===== config.mk =====
export PLATFORM = sky130hd
export DESIGN_NAME = switch_debounce_pio
export DESIGN_NICKNAME = d
export VERILOG_FILES = /design/src/rtl/switch_debounce_pio.sv
export SDC_FILE = /design/constraint.sdc
export NUM_CORES = 1
export LEC_CHECK = 0
export CAP_MARGIN = 0
export CORE_ASPECT_RATIO = 1.25
export CORE_MARGIN = 5
export CORE_UTILIZATION = 50
export CTS_CLUSTER_SIZE = 25
export DETAILED_ROUTE_END_ITERATION = 8
export DONT_BUFFER_PORTS = 1
export GPL_TIMING_DRIVEN = 0
export MAX_ROUTING_LAYER = met4
export RECOVER_POWER = 25
export SETUP_SLACK_MARGIN = 0.1
export SKIP_LAST_GASP = 1
export SYNTH_ARGS = -nofsm -noshare
export SYNTH_HDL_FRONTEND = slang
export SYNTH_SLANG_ARGS = --single-unit

===== constraint.sdc =====
create_clock -name clk -period 3.5 [get_ports clk]
set_clock_uncertainty 0.15 [all_clocks]
set_input_delay 0.875 -clock clk [delete_from_list [all_inputs] [get_ports clk]]
set_output_delay 0.875 -clock clk [all_outputs]
set_load 0.005 [all_outputs]

===== src/rtl/switch_debounce_pio.sv =====
// Avalon-MM switch input peripheral: per-bit synchronizer, tick-based debouncer,
// edge capture with W1C clear, and a maskable level interrupt.
module switch_debounce_pio #(
   parameter int unsigned WIDTH          = 16,
   parameter int unsigned TICK_DIV       = 50000,
   parameter int unsigned STABLE_SAMPLES = 4
) (
   input  logic             clk,
   input  logic             reset,
   input  logic [1:0]       avs_address,
   input  logic             avs_read,
   input  logic             avs_write,
   input  logic [31:0]      avs_writedata,
   output logic [31:0]      avs_readdata,
   output logic             irq,
   input  logic [WIDTH-1:0] sw_in
);

   localparam int unsigned PW = (TICK_DIV > 1) ? $clog2(TICK_DIV) : 1;
   localparam int unsigned CW = 4;

   localparam logic [1:0] ADDR_DATA = 2'd0;
   localparam logic [1:0] ADDR_MASK = 2'd1;
   localparam logic [1:0] ADDR_EDGE = 2'd2;
   localparam logic [1:0] ADDR_RAW  = 2'd3;

   logic [WIDTH-1:0] sync1;
   logic [WIDTH-1:0] sync2;
   logic [PW-1:0]    presc;
   logic             tick;
   logic [WIDTH-1:0] deb;
   logic [CW-1:0]    cnt [WIDTH];
   logic [WIDTH-1:0] toggle;
   logic [WIDTH-1:0] mask;
   logic [WIDTH-1:0] edge_cap;
   logic [WIDTH-1:0] edge_clr;
   logic             unused_wdata;

   // Upper write-data bits are architecturally ignored when WIDTH < 32.
   assign unused_wdata = ^avs_writedata;

   always_ff @(posedge clk) begin
      if (reset) begin
         sync1 <= '0;
         sync2 <= '0;
      end else begin
         sync1 <= sw_in;
         sync2 <= sync1;
      end
   end

   assign tick = (presc == PW'(TICK_DIV - 1));

   always_ff @(posedge clk) begin
      if (reset) begin
         presc <= '0;
      end else if (tick) begin
         presc <= '0;
      end else begin
         presc <= presc + PW'(1);
      end
   end

   // A bit flips once it has disagreed with deb for STABLE_SAMPLES consecutive ticks.
   always_comb begin
      toggle = '0;
      for (int i = 0; i < WIDTH; i++) begin
         toggle[i] = tick && (sync2[i] != deb[i]) &&
                     (cnt[i] == CW'(STABLE_SAMPLES - 1));
      end
   end

   always_ff @(posedge clk) begin
      if (reset) begin
         deb <= '0;
         for (int i = 0; i < WIDTH; i++) begin
            cnt[i] <= '0;
         end
      end else begin
         deb <= deb ^ toggle;
         for (int i = 0; i < WIDTH; i++) begin
            if (tick) begin
               if ((sync2[i] == deb[i]) || toggle[i]) begin
                  cnt[i] <= '0;
               end else begin
                  cnt[i] <= cnt[i] + CW'(1);
               end
            end
         end
      end
   end

   assign edge_clr = (avs_write && (avs_address == ADDR_EDGE)) ?
                     avs_writedata[WIDTH-1:0] : '0;

   // A new edge in the same cycle as its W1C clear keeps the bit set.
   always_ff @(posedge clk) begin
      if (reset) begin
         edge_cap <= '0;
         mask     <= '0;
      end else begin
         edge_cap <= (edge_cap & ~edge_clr) | toggle;
         if (avs_write && (avs_address == ADDR_MASK)) begin
            mask <= avs_writedata[WIDTH-1:0];
         end
      end
   end

   always_ff @(posedge clk) begin
      if (reset) begin
         avs_readdata <= '0;
      end else if (avs_read) begin
         case (avs_address)
            ADDR_DATA: avs_readdata <= 32'(deb);
            ADDR_MASK: avs_readdata <= 32'(mask);
            ADDR_EDGE: avs_readdata <= 32'(edge_cap);
            ADDR_RAW:  avs_readdata <= 32'(sync2);
         endcase
      end
   end

   assign irq = |(edge_cap & mask);

endmodule


# --- Yosys cells after proc, flatten, opt, wreduce, memory -nomap -nowiden ---
# Memory sizes are Yosys's and may differ from the RTL's.
# Cells that the tools add are included.
totals:
  mem_count: 1
  ramBits: 64
  ff_bits: 128
  output_inout_bits: 33
mem_list:
  columns: ["memory", "depth", "width", "read_ports", "rd_ports_with_merged_regs", "wr", "line_no", "text"]
  rows:
  - ["cnt", 16, 4, 16, 0, 16, "32", "logic [CW-1:0] cnt [WIDTH];"]
op_classes:
  mux: 164
  n_eq_ne: 52
  bitwise_logic: 37
  n_reduce_logical: 53
  add_sub_neg: 17
ops:
  columns: ["cell", "n"]
  rows:
  - ["2-to-1 mux 1 bit", 130]
  - ["2-to-1 mux 4 bit", 32]
  - ["one-hot mux 32 bit (4 select lines)", 1]
  - ["adder 4 x 1 -> 4 bit (second input constant)", 16]
  - ["equality test 4 x 2 -> 1 bit (second input constant)", 16]
  - ["logical AND 1 bit", 34]
  - ["AND 16 bit", 2]
  - ["bitwise OR 1 bit", 32]
  - ["adder 16 x 1 -> 16 bit (second input constant)", 1]
  - ["equality test 1 bit", 16]
  - ["equality test 16 bit (second input constant)", 1]
  - ["logical OR 1 bit", 16]
  - ["2-to-1 mux 16 bit", 1]
  - ["!= test 1 bit", 16]
  - ["inverter 16 bit", 1]
  - ["bitwise OR 16 bit", 1]
  - ["OR reduction 16 bit", 1]
  - ["bitwise XOR 16 bit", 1]
  - ["equality test 2 bit (second input constant)", 2]
  - ["equality test 2 x 1 -> 1 bit (second input constant)", 1]
  - ["zero test 2 bit", 1]
  - ["OR reduction 2 bit", 1]

# --- Depth between registers and ports, before layout ---
depth:
  word_depth: 10
  ltp_mapped: 8
  ltp_nobuf: 5

# --- Worst setup path before layout ---
# No wires, ideal clock.
synth_timing:
  path_type: "register -> register"
  startpoint: "register presc[4]"
  endpoint: "memory cnt[0][0] (enable)"
  path_stages_with_launch: 8
  n_path_buf: 4
  setup_time_ns: 0.378
  arrival_time_ns: 2.384
  required_time_ns: 2.972
  path_slack_ns: 0.587
  path_cell_list: "dfxtp_1 > buf_6 > or4_1 > or4_4 > buf_6 > nand2b_1 > clkbuf_1 > buf_4"
synth_lines:
  columns: ["element", "line_no", "text"]
  rows:
  - ["start: declaration", "29", "logic [PW-1:0] presc;"]
  - ["start signal: assignment", "60", "presc <= presc + PW'(1);"]
  - ["end: declaration", "32", null]

==> metrics.yaml <==
gp_routability_congestion: 0.8548
clk_pin_slew_ns: 0.07
detail-route-antenna-nets: 0
die_x_um: 122.8
insertion_delay_ns: 0.43
rows: 51
grtUsageMet2_pct: 35.18
cp-end-kind: "flip-flop"
grt_pass1_wl_mm: 29.44
initial_utilization_pct: 50.90
cts_setup_buffers: 0
synthAdderAreaFrac_pct: 2.673
tightestPinTransition_ns: 0.9586
worstReg2RegEnd: "cnt[0][27]"
most-common-layout-cells: "dfxtp_1 (112), nand2_1 (80), nor2_1 (75), edfxtp_1 (64), nor2b_1 (41)"
io_buffers: 0
io_pins: 87
grt_max_degree: 74
min_path_type: "reg -> reg"
peakVddDrop_uv: 328.5
coreArea_sq_um: 15630
yosysSeqAreaShare_pct: 52.33
grt_pass1_vias: 5588
post-place-ws_ns: 0.03686
synth_xor_xnor_area_share_pct: 4.953
status: "complete, no violations"
setup_viol: 0
maxCapViolations: 0
die-area_sq_um: 18550
start_kind: "flip-flop"
htreeDepth: 4
synthSimpleGateAreaFrac_pct: 19.04
cts_made_buffers: 17
first_iter_violations: 439
antenna_found_initial: 3
grt-busiest-layer: "met2"
yosys_warnings: 0
final_common_cell: "dfxtp_1"
ys_types: 42
final.setup.worst_slack_ns: 0.3199
finalHoldViolCount: 0
synthCells: 751
synthTopCellsByArea: "dfxtp_1 (28%), edfxtp_1 (24%), mux4_2 (4.5%), xor2_1 (3.9%), nand2_1 (3.8%)"
post-dp-hpwl_mm: 13.05
max_freq_mhz: 314.5
ys_ff_latch: 176
min_path_cells: 1
dieHeight_um: 151.0
grt_setup_unrepaired: "false"
synth_top_cell_by_area: "dfxtp_1"
cts_tree: "done"
synth_area_sq_um: 7958
synthMuxAreaShare_pct: 8.789
cts.sinks: 176
arrival_ns: 3.10
synth-compound-area-share_pct: 7.170
p_per_area_nw_per_um2: 482.9
yosysTopAreaCellShare_pct: 28.18
cts-root-buf: "clkbuf_16"
critPathKind: "reg -> reg"
track_usage_pct: 21.57
finalNetCount: 856
met3_usage_pct: 6.537
post_drt_wl_per_cell_um: 18.17
grt_overflow: 0
r2r_setup_slack_ns: 0.32
maxSlewViolCount: 0
synth_top_family_by_area: "simple AND/OR/NAND/NOR gates"
maxSlewHeadroom_pct: 36.10
final.setup.tns_ns: 0
leakage_nw: 3.152
drc: 0
wirelength_mm: 18.41
min_from: "sync1[7]"
cp_data_required_time_ns: 3.42
min_period_over_period_pct: 90.86
r2r-start: "presc[0]"
drive_gt1_share_pct: 11.53
worstPathMaxFanout: 73
syn_avg_cell_area_sq_um: 10.60
grt_use_met1_pct: 25.12
fin_crit_ns: 3.180
via_count: 5551
clockBufferDepth: 2
areaGrowthSynthToFinish_pct: 11.10
holdPathEnd: "sync2[7]"
firstDrtPassIters: 5
vias_per_cell: 5.480
rr_worst_depth: 7
[sequential cells by signal, summed over array words and instances (netlist names)]
name and flops:
avs_readdata 16, cnt 64, deb 16, edge_cap 16, mask 16, presc 16, sync1 16, sync2 16
[worst max-delay path, cell delays in order, from the launching register on]
cell      delay (ns)
dfxtp_1         0.38
ha_1            0.22
nand3_1         0.32
or4_4           0.63
buf_6           0.16
nand2b_1        0.07
clkbuf_1        0.32
buf_8           0.47
[worst max path at each step]
stage | start | endpoint | slack [ns] | depth (start not counted)
finish | presc[0] | cnt[0][27] | 0.32 | 7
floorplan | presc[4] | cnt[0][0] | 0.59 | 7
detailed placement | presc[0] | cnt[1][6] | 0.04 | 7
global placement | presc[0] | cnt[0][19] | 0.05 | 7
CTS | presc[0] | cnt[0][26] | 0.24 | 7
global route | presc[0] | cnt[0][24] | 0.17 | 7
[per-layer routing]
| layer | routed length (um) | part of all wire, % | vias up |
|---|---|---|---|
| li1 | - | - | 2689 |
| met1 | 7569 | 41 | 2699 |
| met2 | 9145 | 50 | 128 |
| met3 | 1286 | 7.0 | 35 |
| met4 | 410 | 2.2 | 0 |
| met5 | 0 | 0 | - |
[layout make-up]
class	count	area, sq um
fill	1381	6793
buffer	48	270.3
tap	212	265.3
sequential	176	4164
multi-input combinational	508	3452
inverter	34	127.6
antenna	3	7.507
clock buffer	19	432.9
clock inverter	13	121.4
[stage by stage]
step           utilization [%]  total power [mW]  hold WS, ns  instance area (sq um)  std cells
5_1_grt                  56.55             4.437       0.3116                   8841       1013
3_5_place_dp             52.96             2.502       0.2743                   8279        978
6_report                 56.55             4.270       0.2846                   8841       1013
4_1_cts                  56.53             4.309       0.2885                   8837       1010
2_1_floorplan                -             2.437       0.2638                   8014        766
3_3_place_gp             52.96             2.495       0.2743                   8279        978
[kinds of logic (layout without fill, tap and decap cells)]
logic type | count (synthesis) | after routing
other | 1 | 19
XOR/XNOR | 45 | 45
AO/OA/AOI/OAI | 90 | 90
multiplexers | 48 | 48
buffers and inverters | 82 | 114
adder cells (fa/ha/maj) | 17 | 17
flip-flops | 176 | 176
AND/OR/NAND/NOR | 292 | 292
[cell usage after synthesis]
master	instances
a211o_1	16
a21oi_1	26
a221oi_1	4
a22o_1	4
and2_1	1
and3b_1	1
and4_1	14
buf_1	2
buf_2	3
buf_4	17
buf_6	3
clkbuf_1	23
conb_1	1
dfxtp_1	112
edfxtp_1	64
ha_1	17
inv_1	34
mux2_2	15
mux2i_1	17
mux4_2	16
nand2_1	80
nand2b_1	2
nand3_1	21
nand3b_1	2
nand4_1	5
nand4b_1	2
nor2_1	75
nor2b_1	41
nor3_1	5
nor3b_1	16
nor4_1	7
o21ai_0	32
o41ai_1	8
or3_1	2
or3_2	6
or3b_2	6
or4_1	2
or4_4	1
or4b_2	1
or4bb_1	2
xnor2_1	10
xor2_1	35
[power by group]
part / total [mW] / internal [mW] / switching [mW]
Combinational: 0.223 / 0.0955 / 0.128
Clock: 1.81 / 1.04 / 0.775
Sequential: 2.24 / 2.18 / 0.0510
[timing repair]
action                                 CTS  global route
setup endpoints to repair               64            30
gates resized for setup                  1             2
hold buffers                             0             0
endpoints found under the hold margin    0             0
(Power assumes the default switching activity.)
